--- config.mk ---
export PLATFORM = sky130hd
export DESIGN_NAME = spi_slave_rx
export DESIGN_NICKNAME = d
export VERILOG_FILES = /design/src/rtl/spi_slave_rx.sv
export SDC_FILE = /design/constraint.sdc
export NUM_CORES = 1
export LEC_CHECK = 0
export CAP_MARGIN = 15
export CORE_UTILIZATION = 48
export CTS_BUF_LIST = sky130_fd_sc_hd__clkbuf_2
export CTS_CLUSTER_SIZE = 8
export DETAILED_ROUTE_END_ITERATION = 10
export GPL_ROUTABILITY_DRIVEN = 0
export PLACE_DENSITY = 0.79
export SKIP_LAST_GASP = 1
export SYNTH_ARGS = -nofsm -noshare
export SYNTH_HDL_FRONTEND = slang
export SYNTH_SLANG_ARGS = --single-unit
--- constraint.sdc ---
create_clock -name clk_i -period 2 [get_ports clk_i]
set_input_delay 0.3 -clock clk_i [delete_from_list [all_inputs] [get_ports clk_i]]
set_output_delay 0.3 -clock clk_i [all_outputs]
set_load 0.02 [all_outputs]
--- src/rtl/spi_slave_rx.sv ---
// SPI slave endpoint: oversamples sck/mosi/ss on clk_i, supports all four CPOL/CPHA modes,
// delivers received bytes over valid/ready and serialises a 1-entry TX holding register onto MISO.
module spi_slave_rx #(
   parameter logic [7:0] DEFAULT_TX = 8'hFF
) (
   input  logic       clk_i,
   input  logic       rst_i,
   input  logic       sck_i,
   input  logic       mosi_i,
   input  logic       ss_n_i,
   output logic       miso_o,
   output logic       miso_oe_o,
   input  logic       cpol_i,
   input  logic       cpha_i,
   output logic [7:0] rx_data_o,
   output logic       rx_valid_o,
   input  logic       rx_ready_i,
   input  logic [7:0] tx_data_i,
   input  logic       tx_valid_i,
   output logic       tx_ready_o,
   output logic       busy_o,
   output logic       ovr_o,
   output logic       udr_o,
   output logic       abort_o,
   input  logic       flag_clr_i
);

   typedef enum logic {
      S_IDLE   = 1'b0,
      S_ACTIVE = 1'b1
   } state_t;

   logic       r_sck_s1, r_sck_s2, r_sck_d;
   logic       r_mosi_s1, r_mosi_s2;
   logic       r_ss_s1, r_ss_s2, r_ss_d;

   state_t     r_state;
   logic       r_cpol, r_cpha;
   logic [2:0] r_bcnt;
   logic       r_pend;
   logic [7:0] r_rx_sh;
   logic [7:0] r_rx_data;
   logic       r_rx_valid;
   logic [7:0] r_tx_sh;
   logic [7:0] r_tx_hold;
   logic       r_tx_empty;
   logic       r_busy, r_oe, r_ovr, r_udr, r_abort;

   logic       w_sck_rise, w_sck_fall, w_ss_fall, w_ss_rise;
   logic       w_active, w_start, w_sample, w_shift, w_load, w_done, w_tx_wr;
   logic [7:0] w_rx_byte;

   assign w_sck_rise = r_sck_s2 & ~r_sck_d;
   assign w_sck_fall = ~r_sck_s2 & r_sck_d;
   assign w_ss_fall  = r_ss_d & ~r_ss_s2;
   assign w_ss_rise  = ~r_ss_d & r_ss_s2;

   // Edges are only honoured while selected; the deselect cycle itself ends the frame instead.
   assign w_active  = (r_state == S_ACTIVE) & ~w_ss_rise;
   assign w_start   = (r_state == S_IDLE) & w_ss_fall;
   assign w_sample  = w_active & ((r_cpol ^ r_cpha) ? w_sck_fall : w_sck_rise);
   assign w_shift   = w_active & ((r_cpol ^ r_cpha) ? w_sck_rise : w_sck_fall);
   // r_pend marks "next shift edge must load a fresh byte instead of shifting".
   assign w_load    = (w_start & ~cpha_i) | (w_shift & r_pend);
   assign w_done    = w_sample & (r_bcnt == 3'd7);
   assign w_rx_byte = {r_rx_sh[6:0], r_mosi_s2};
   assign w_tx_wr   = tx_valid_i & r_tx_empty;

   // Two-flop synchronisers plus one delay stage for edge detection.
   always_ff @(posedge clk_i) begin
      if (rst_i) begin
         r_sck_s1  <= 1'b0;
         r_sck_s2  <= 1'b0;
         r_sck_d   <= 1'b0;
         r_mosi_s1 <= 1'b0;
         r_mosi_s2 <= 1'b0;
         r_ss_s1   <= 1'b1;
         r_ss_s2   <= 1'b1;
         r_ss_d    <= 1'b1;
      end else begin
         r_sck_s1  <= sck_i;
         r_sck_s2  <= r_sck_s1;
         r_sck_d   <= r_sck_s2;
         r_mosi_s1 <= mosi_i;
         r_mosi_s2 <= r_mosi_s1;
         r_ss_s1   <= ss_n_i;
         r_ss_s2   <= r_ss_s1;
         r_ss_d    <= r_ss_s2;
      end
   end

   // Frame FSM, shift registers, RX delivery, TX holding register and sticky flags.
   always_ff @(posedge clk_i) begin
      if (rst_i) begin
         r_state    <= S_IDLE;
         r_cpol     <= 1'b0;
         r_cpha     <= 1'b0;
         r_bcnt     <= 3'd0;
         r_pend     <= 1'b0;
         r_rx_sh    <= 8'h00;
         r_rx_data  <= 8'h00;
         r_rx_valid <= 1'b0;
         r_tx_sh    <= 8'h00;
         r_tx_hold  <= 8'h00;
         r_tx_empty <= 1'b1;
         r_busy     <= 1'b0;
         r_oe       <= 1'b0;
         r_ovr      <= 1'b0;
         r_udr      <= 1'b0;
         r_abort    <= 1'b0;
      end else begin
         r_abort <= 1'b0;
         if (flag_clr_i) begin
            r_ovr <= 1'b0;
            r_udr <= 1'b0;
         end

         case (r_state)
            S_IDLE: begin
               if (w_ss_fall) begin
                  r_state <= S_ACTIVE;
                  r_cpol  <= cpol_i;
                  r_cpha  <= cpha_i;
                  r_bcnt  <= 3'd0;
                  r_busy  <= 1'b1;
                  r_oe    <= 1'b1;
                  r_pend  <= cpha_i;
               end
            end
            S_ACTIVE: begin
               if (w_ss_rise) begin
                  r_state <= S_IDLE;
                  r_busy  <= 1'b0;
                  r_oe    <= 1'b0;
                  r_abort <= (r_bcnt != 3'd0);
                  r_bcnt  <= 3'd0;
                  r_pend  <= 1'b0;
               end else begin
                  if (w_sample) begin
                     r_rx_sh <= w_rx_byte;
                     r_bcnt  <= r_bcnt + 3'd1;
                     if (r_bcnt == 3'd7) begin
                        r_pend <= 1'b1;
                     end
                  end
                  if (w_shift) begin
                     if (r_pend) begin
                        r_pend <= 1'b0;
                     end else begin
                        r_tx_sh <= {r_tx_sh[6:0], 1'b0};
                     end
                  end
               end
            end
            default: r_state <= S_IDLE;
         endcase

         if (w_done) begin
            if (!r_rx_valid || rx_ready_i) begin
               r_rx_data  <= w_rx_byte;
               r_rx_valid <= 1'b1;
            end else begin
               r_ovr <= 1'b1;
            end
         end else if (r_rx_valid && rx_ready_i) begin
            r_rx_valid <= 1'b0;
         end

         // A load from an empty register uses DEFAULT_TX even if a write lands in the same cycle.
         if (w_load) begin
            if (!r_tx_empty) begin
               r_tx_sh    <= r_tx_hold;
               r_tx_empty <= 1'b1;
            end else begin
               r_tx_sh <= DEFAULT_TX;
               r_udr   <= 1'b1;
            end
         end
         if (w_tx_wr) begin
            r_tx_hold  <= tx_data_i;
            r_tx_empty <= 1'b0;
         end
      end
   end

   assign miso_o     = r_tx_sh[7];
   assign miso_oe_o  = r_oe;
   assign rx_data_o  = r_rx_data;
   assign rx_valid_o = r_rx_valid;
   assign tx_ready_o = r_tx_empty;
   assign busy_o     = r_busy;
   assign ovr_o      = r_ovr;
   assign udr_o      = r_udr;
   assign abort_o    = r_abort;

endmodule

# Word level (Yosys, flattened, before mapping)
# Cells that the tools add are included.
# totals
inputBits,18
elab_cells,104
out_inout_bits,16
ff_bits,52
# op_classes
n_reduce_logical,16
mux,36
n_eq_ne,7
addsub,1
bitwise,21
# ops
operator,n
8-bit two-way mux,6
1-bit two-way mux,23
1-bit bitwise AND,12
2-bit AND reduction,5
3-bit two-way mux,3
2-bit by 1-bit != test with 1-bit output (second input constant),4
2-bit nonzero test,4
1-bit NOT,7
1-bit one-hot mux with 2 select lines,3
3-bit one-hot mux with 2 select lines,1
4-bit AND reduction,1
3-bit by 1-bit adder with 3-bit output (second input constant),1
3-bit equality test (second input constant),1
3-bit by 1-bit != test with 1-bit output (second input constant),1
3-bit AND reduction,1
3-bit nonzero test,1
3-bit OR reduction,1
2-bit != test (second input constant),1
1-bit logical AND,1
1-bit logical NOT,1
1-bit logical OR,1
1-bit OR,1
1-bit XOR,1

# Logic depth before layout (Yosys ltp)
# depth
depth_word,10
depth_mapped,5
ltp_nobuf,5

# Worst setup path before layout
# Ideal clock, no wire load.
# synth_timing
kind,reg-to-reg
startpoint,reg r_cpha
endpoint,reg r_bcnt[1]
arrival_time_ns,1.491
n_path_buf,1
path_stages_with_launch,6
required_time_ns,1.883
setup_time_ns,0.117
period_less_slack_ns,1.608
path_slack_ns,0.392
cell_sequence,dfxtp_1 -> xor2_2 -> mux2i_1 -> clkbuf_1 -> o21ai_0 -> a32o_1
# synth_via
elab_chain_cells,5
# synth_lines
element,line,source
from (decl),38,"logic r_cpol, r_cpha;"
from (signal assigned),123,r_cpha <= cpha_i;
1-bit XOR,61,assign w_sample = w_active & ((r_cpol ^ r_cpha) ? w_sck_fall : w_sck_rise);
1-bit two-way mux,61,
1-bit bitwise AND,61,
3-bit by 1-bit != test with 1-bit output (no line),n/a,
2-bit AND reduction (no line),n/a,
to (signal assigned),141,r_bcnt <= r_bcnt + 3'd1;
to (decl),39,logic [2:0] r_bcnt;
# Every way passes these cells.
# A chain may end at the register's enable or synchronous reset.

# Worst setup path after layout
# layout_timing
startpoint,reg r_tx_empty (netlist: tx_ready_o)
endpoint,out tx_ready_o
# layout_lines
element,line,source
from (decl),46,logic r_tx_empty;
from (signal assigned),105,r_tx_empty <= 1'b1;
from (signal assigned),173,r_tx_empty <= 1'b1;
from (signal assigned),181,r_tx_empty <= 1'b0;
to (decl),20,"output logic tx_ready_o,"
# No word-level cell between the ends.

==> results.tsv <==
stage	metric	value	unit
setup_path	path_max_fanout	16	
logic_synthesis	yosysMostFrequentCell	dfxtp_1	
pwr	cellLeakagePower	0.00105	µW
place	dp_hpwl	3330	µm
global_routing	met3_usage	4.62	%
floorplanning	die_y	70.4	µm
cts	clock_sinks	52	
floorplanning	ioPinCount	34	
place	post_dp_cell_area	2680	µm²
sta	setup_viol	0	
final_layout	n_antenna_cell	0	
worst_hold_path	hp-start	tx_data_i[4]	
sta	hold_viol	0	
setup_path	start_kind	register	
sta	period_minus_slack	1820	ps
global_routing	grt_max_degree	20	
floorplanning	rows	24	
cts	numCtsBuffers	5	
drt	vias	1883	
final_layout	fillers	400	
setup_path	ff2ff_path_depth	4	
pwr	power_frac_clock	28.3	%
sta	rsz0062_at_grt	no	
cts	clk_latency	410	ps
sta	max_freq	0.550	GHz
drt	ant_nets	0	
final_layout	final_cells	344	
floorplanning	die_area	4950	µm²
logic_synthesis	synth_edf_count	0	
sta	post-route-period-util	90.9	%
pwr	ir_worst_vdd	445	µV
logic_synthesis	synth_warnings	0	
pwr	powerDensity	673	nW/µm²
cts	cts-htree-levels	2	
pwr	intPower	1400	µW
setup_path	startpoint	tx_ready_o	
global_routing	grt_util_all_layers	19.8	%
cts	cts_root_buffer	clkbuf_2	
logic_synthesis	syn_avg_cell_area	8.94	µm²
global_routing	grt_pass1_vias	1823	
setup_path	crit_family	buffers and inverters	
drt	drt_iter0_markers	196	
drt	detail_route.wl_per_cell	13.2	µm
logic_synthesis	ys_seq_area_share	46.4	%
logic_synthesis	syn-num-nets	272	
cts	cts_tree	done	
final_layout	nets	312	
global_routing	antenna_found_initial	0	
place	portBuffers	33	
final_layout	area.growth.synth_to_final	22.5	%
setup_path	path_class	reg2out	
worst_hold_path	min_to	r_tx_hold[4]	
outcome	status	finished, final reports clean	
floorplanning	die_width	70.4	µm
logic_synthesis	syn_inst	251	
global_routing	grtUsageMet1	25.2	%
setup_path	crit_buf_inv	1	
pwr	switching_power	453	µW
setup_path	crit_required	1700	ps
setup_path	rrSetupSlack	200	ps
flow_run	max_cap_violations	0	
global_routing	grt_pass1_wl	8030	µm
global_routing	top_usage_layer	met2	
logic_synthesis	ys_ff_latch	52	
drt	drc	0	
pwr	combPwrFrac	12.1	%
sta	finalClockSkew	12.0	ps
setup_path	slowest_stage	clkdlybuf4s50_1	
worst_hold_path	hold_class	in2reg	
logic_synthesis	ys_types	41	
global_routing	met2_usage	33.1	%
setup_path	reg2reg_from	r_cpha	
logic_synthesis	syn_area	2240	µm²
final_layout	final_cell_area	2750	µm²
logic_synthesis	synth_top_area_share	46.4	%
floorplanning	start_util	50.9	%
logic_synthesis	yosys-top-cells-area	dfxtp_1, nand2_1, mux2i_1	
logic_synthesis	synthFlopType	dfxtp_1	
pwr	switching_share	24.5	%
place	placed_cells	336	
floorplanning	core-area	4410	µm²
drt	viasPerCell	5.47	
pwr	p_seq_share	59.6	%
logic_synthesis	ys_async_sr_fraction	0	%
setup_path	crit_path_end_kind	primary output	
worst_hold_path	whs_path_depth	3	
setup_path	regToRegEndpoint	r_bcnt[0]	
logic_synthesis	yosysTopAreaCell	dfxtp_1	
cts	clkTransAtPathRegs	230	ps
global_routing	grt.overflow.total	0	
cts	cts_max_path_buffers	2	
drt	wl	4530	µm
sta	tightest_slew	445	ps
setup_path	cp_cell_sequence	clkdlybuf4s50_1	
setup_path	arrival	1520	ps
sta	slew_viol_final	0	
drt	drt_first_pass_iters	4	
logic_synthesis	synth_common_cells	dfxtp_1, nand2_1, a21oi_1, mux2i_1, o21ai_0	
cts	hold_buffers	0	
sta	slew_headroom	70.2	%
final_layout	drive_above_1_share	13.4	%
setup_path	max_stage_delay	630	ps
==> flip-flops by register name, indices dropped and copies added (netlist names) <==
name / flops
abort_o: 1
miso_oe_o: 1
ovr_o: 1
r_bcnt: 3
r_cpha: 1
r_cpol: 1
r_mosi_s1: 1
r_mosi_s2: 1
r_pend: 1
r_rx_sh: 7
r_sck_d: 1
r_sck_s1: 1
r_sck_s2: 1
r_ss_d: 1
r_ss_s1: 1
r_ss_s2: 1
r_state: 1
r_tx_hold: 8
r_tx_sh: 8
rx_data_o: 8
rx_valid_o: 1
tx_ready_o: 1
udr_o: 1
==> area by class of cell <==
class / instances / area [µm²] / area share, %
Clock buffer: 6 / 30.0 / 1.09
Clock inverter: 2 / 35.0 / 1.27
Inverter: 6 / 22.5 / 0.819
Multi-Input combinational cell: 178 / 1110 / 40.3
Sequential cell: 52 / 1040 / 38.0
Tap cell: 52 / 65.1 / 2.37
Timing Repair Buffer: 48 / 443 / 16.1
==> power groups by stage <==
stage                     Sequential (µW)  Combinational, µW  Clock (µW)
after CTS                            1100                223         544
after floorplan                      1110                137           0
after global placement               1120                216           0
after detailed placement             1120                222           0
after global routing                 1110                245         579
final                                1100                223         524
==> stage by stage <==
stage / worst slack (ps) / total power, µW / setup TNS (ps) / hold slack [ps] / util [%]
after global placement: -93.7 / 1340 / -262 / 394 / 60.7
after CTS: 82.5 / 1870 / 0 / 379 / 62.2
after detailed placement: -146 / 1340 / -676 / 406 / 60.7
final: 182 / 1850 / 0 / 405 / 62.3
after floorplan: 392 / 1250 / 0 / 389 / -
after global routing: 26.7 / 1930 / 0 / 362 / 62.3
==> cell usage in the layout (no fill, tap or decap), drive strengths merged, types with 7 or more instances in the layout <==
cell type       n
dfxtp          52
nand2          43
clkdlybuf4s50  33
a21oi          21
buf            15
mux2i          15
o21ai          14
nor2           10
nor2b           9
nand3           9
or2             7
==> how the worst max path moves through the flow <==
stage | endpoint | slack, ps | cells after the start
floorplan | r_bcnt[1] | 390 | 5
global placement | r_tx_sh[2] | -90 | 5
detailed placement | r_tx_sh[2] | -150 | 5
CTS | tx_ready_o | 80 | 1
global route | r_bcnt[0] | 30 | 4
finish | tx_ready_o | 180 | 1
==> repair_timing <==
| item | CTS | global route |
|---|---|---|
| setup endpoints to repair | 1 | 1 |
| buffers inserted | 0 | 0 |
| resized for setup | 1 | 1 |
| pin swaps | 0 | 0 |
==> kinds of logic after synthesis <==
group	Yosys count	synth area share, %
buffers and inverters	21	4.24
DFF	52	46.4
adders and majority gates	3	1.67
and+or+nand+nor	98	21.8
xor gates and xnor gates	2	1.12
muxes	15	6.86
AOI/OAI and AO/OA	60	17.9
==> metal layers <==
layer | share of wire [%] | vias to the layer above
li1 | - | 959
met1 | 45 | 870
met4 | 1.1 | 0
met3 | 4.4 | 7
met2 | 49 | 47
met5 | 0 | -
Note: power is estimated with default switching activity, not from simulation.
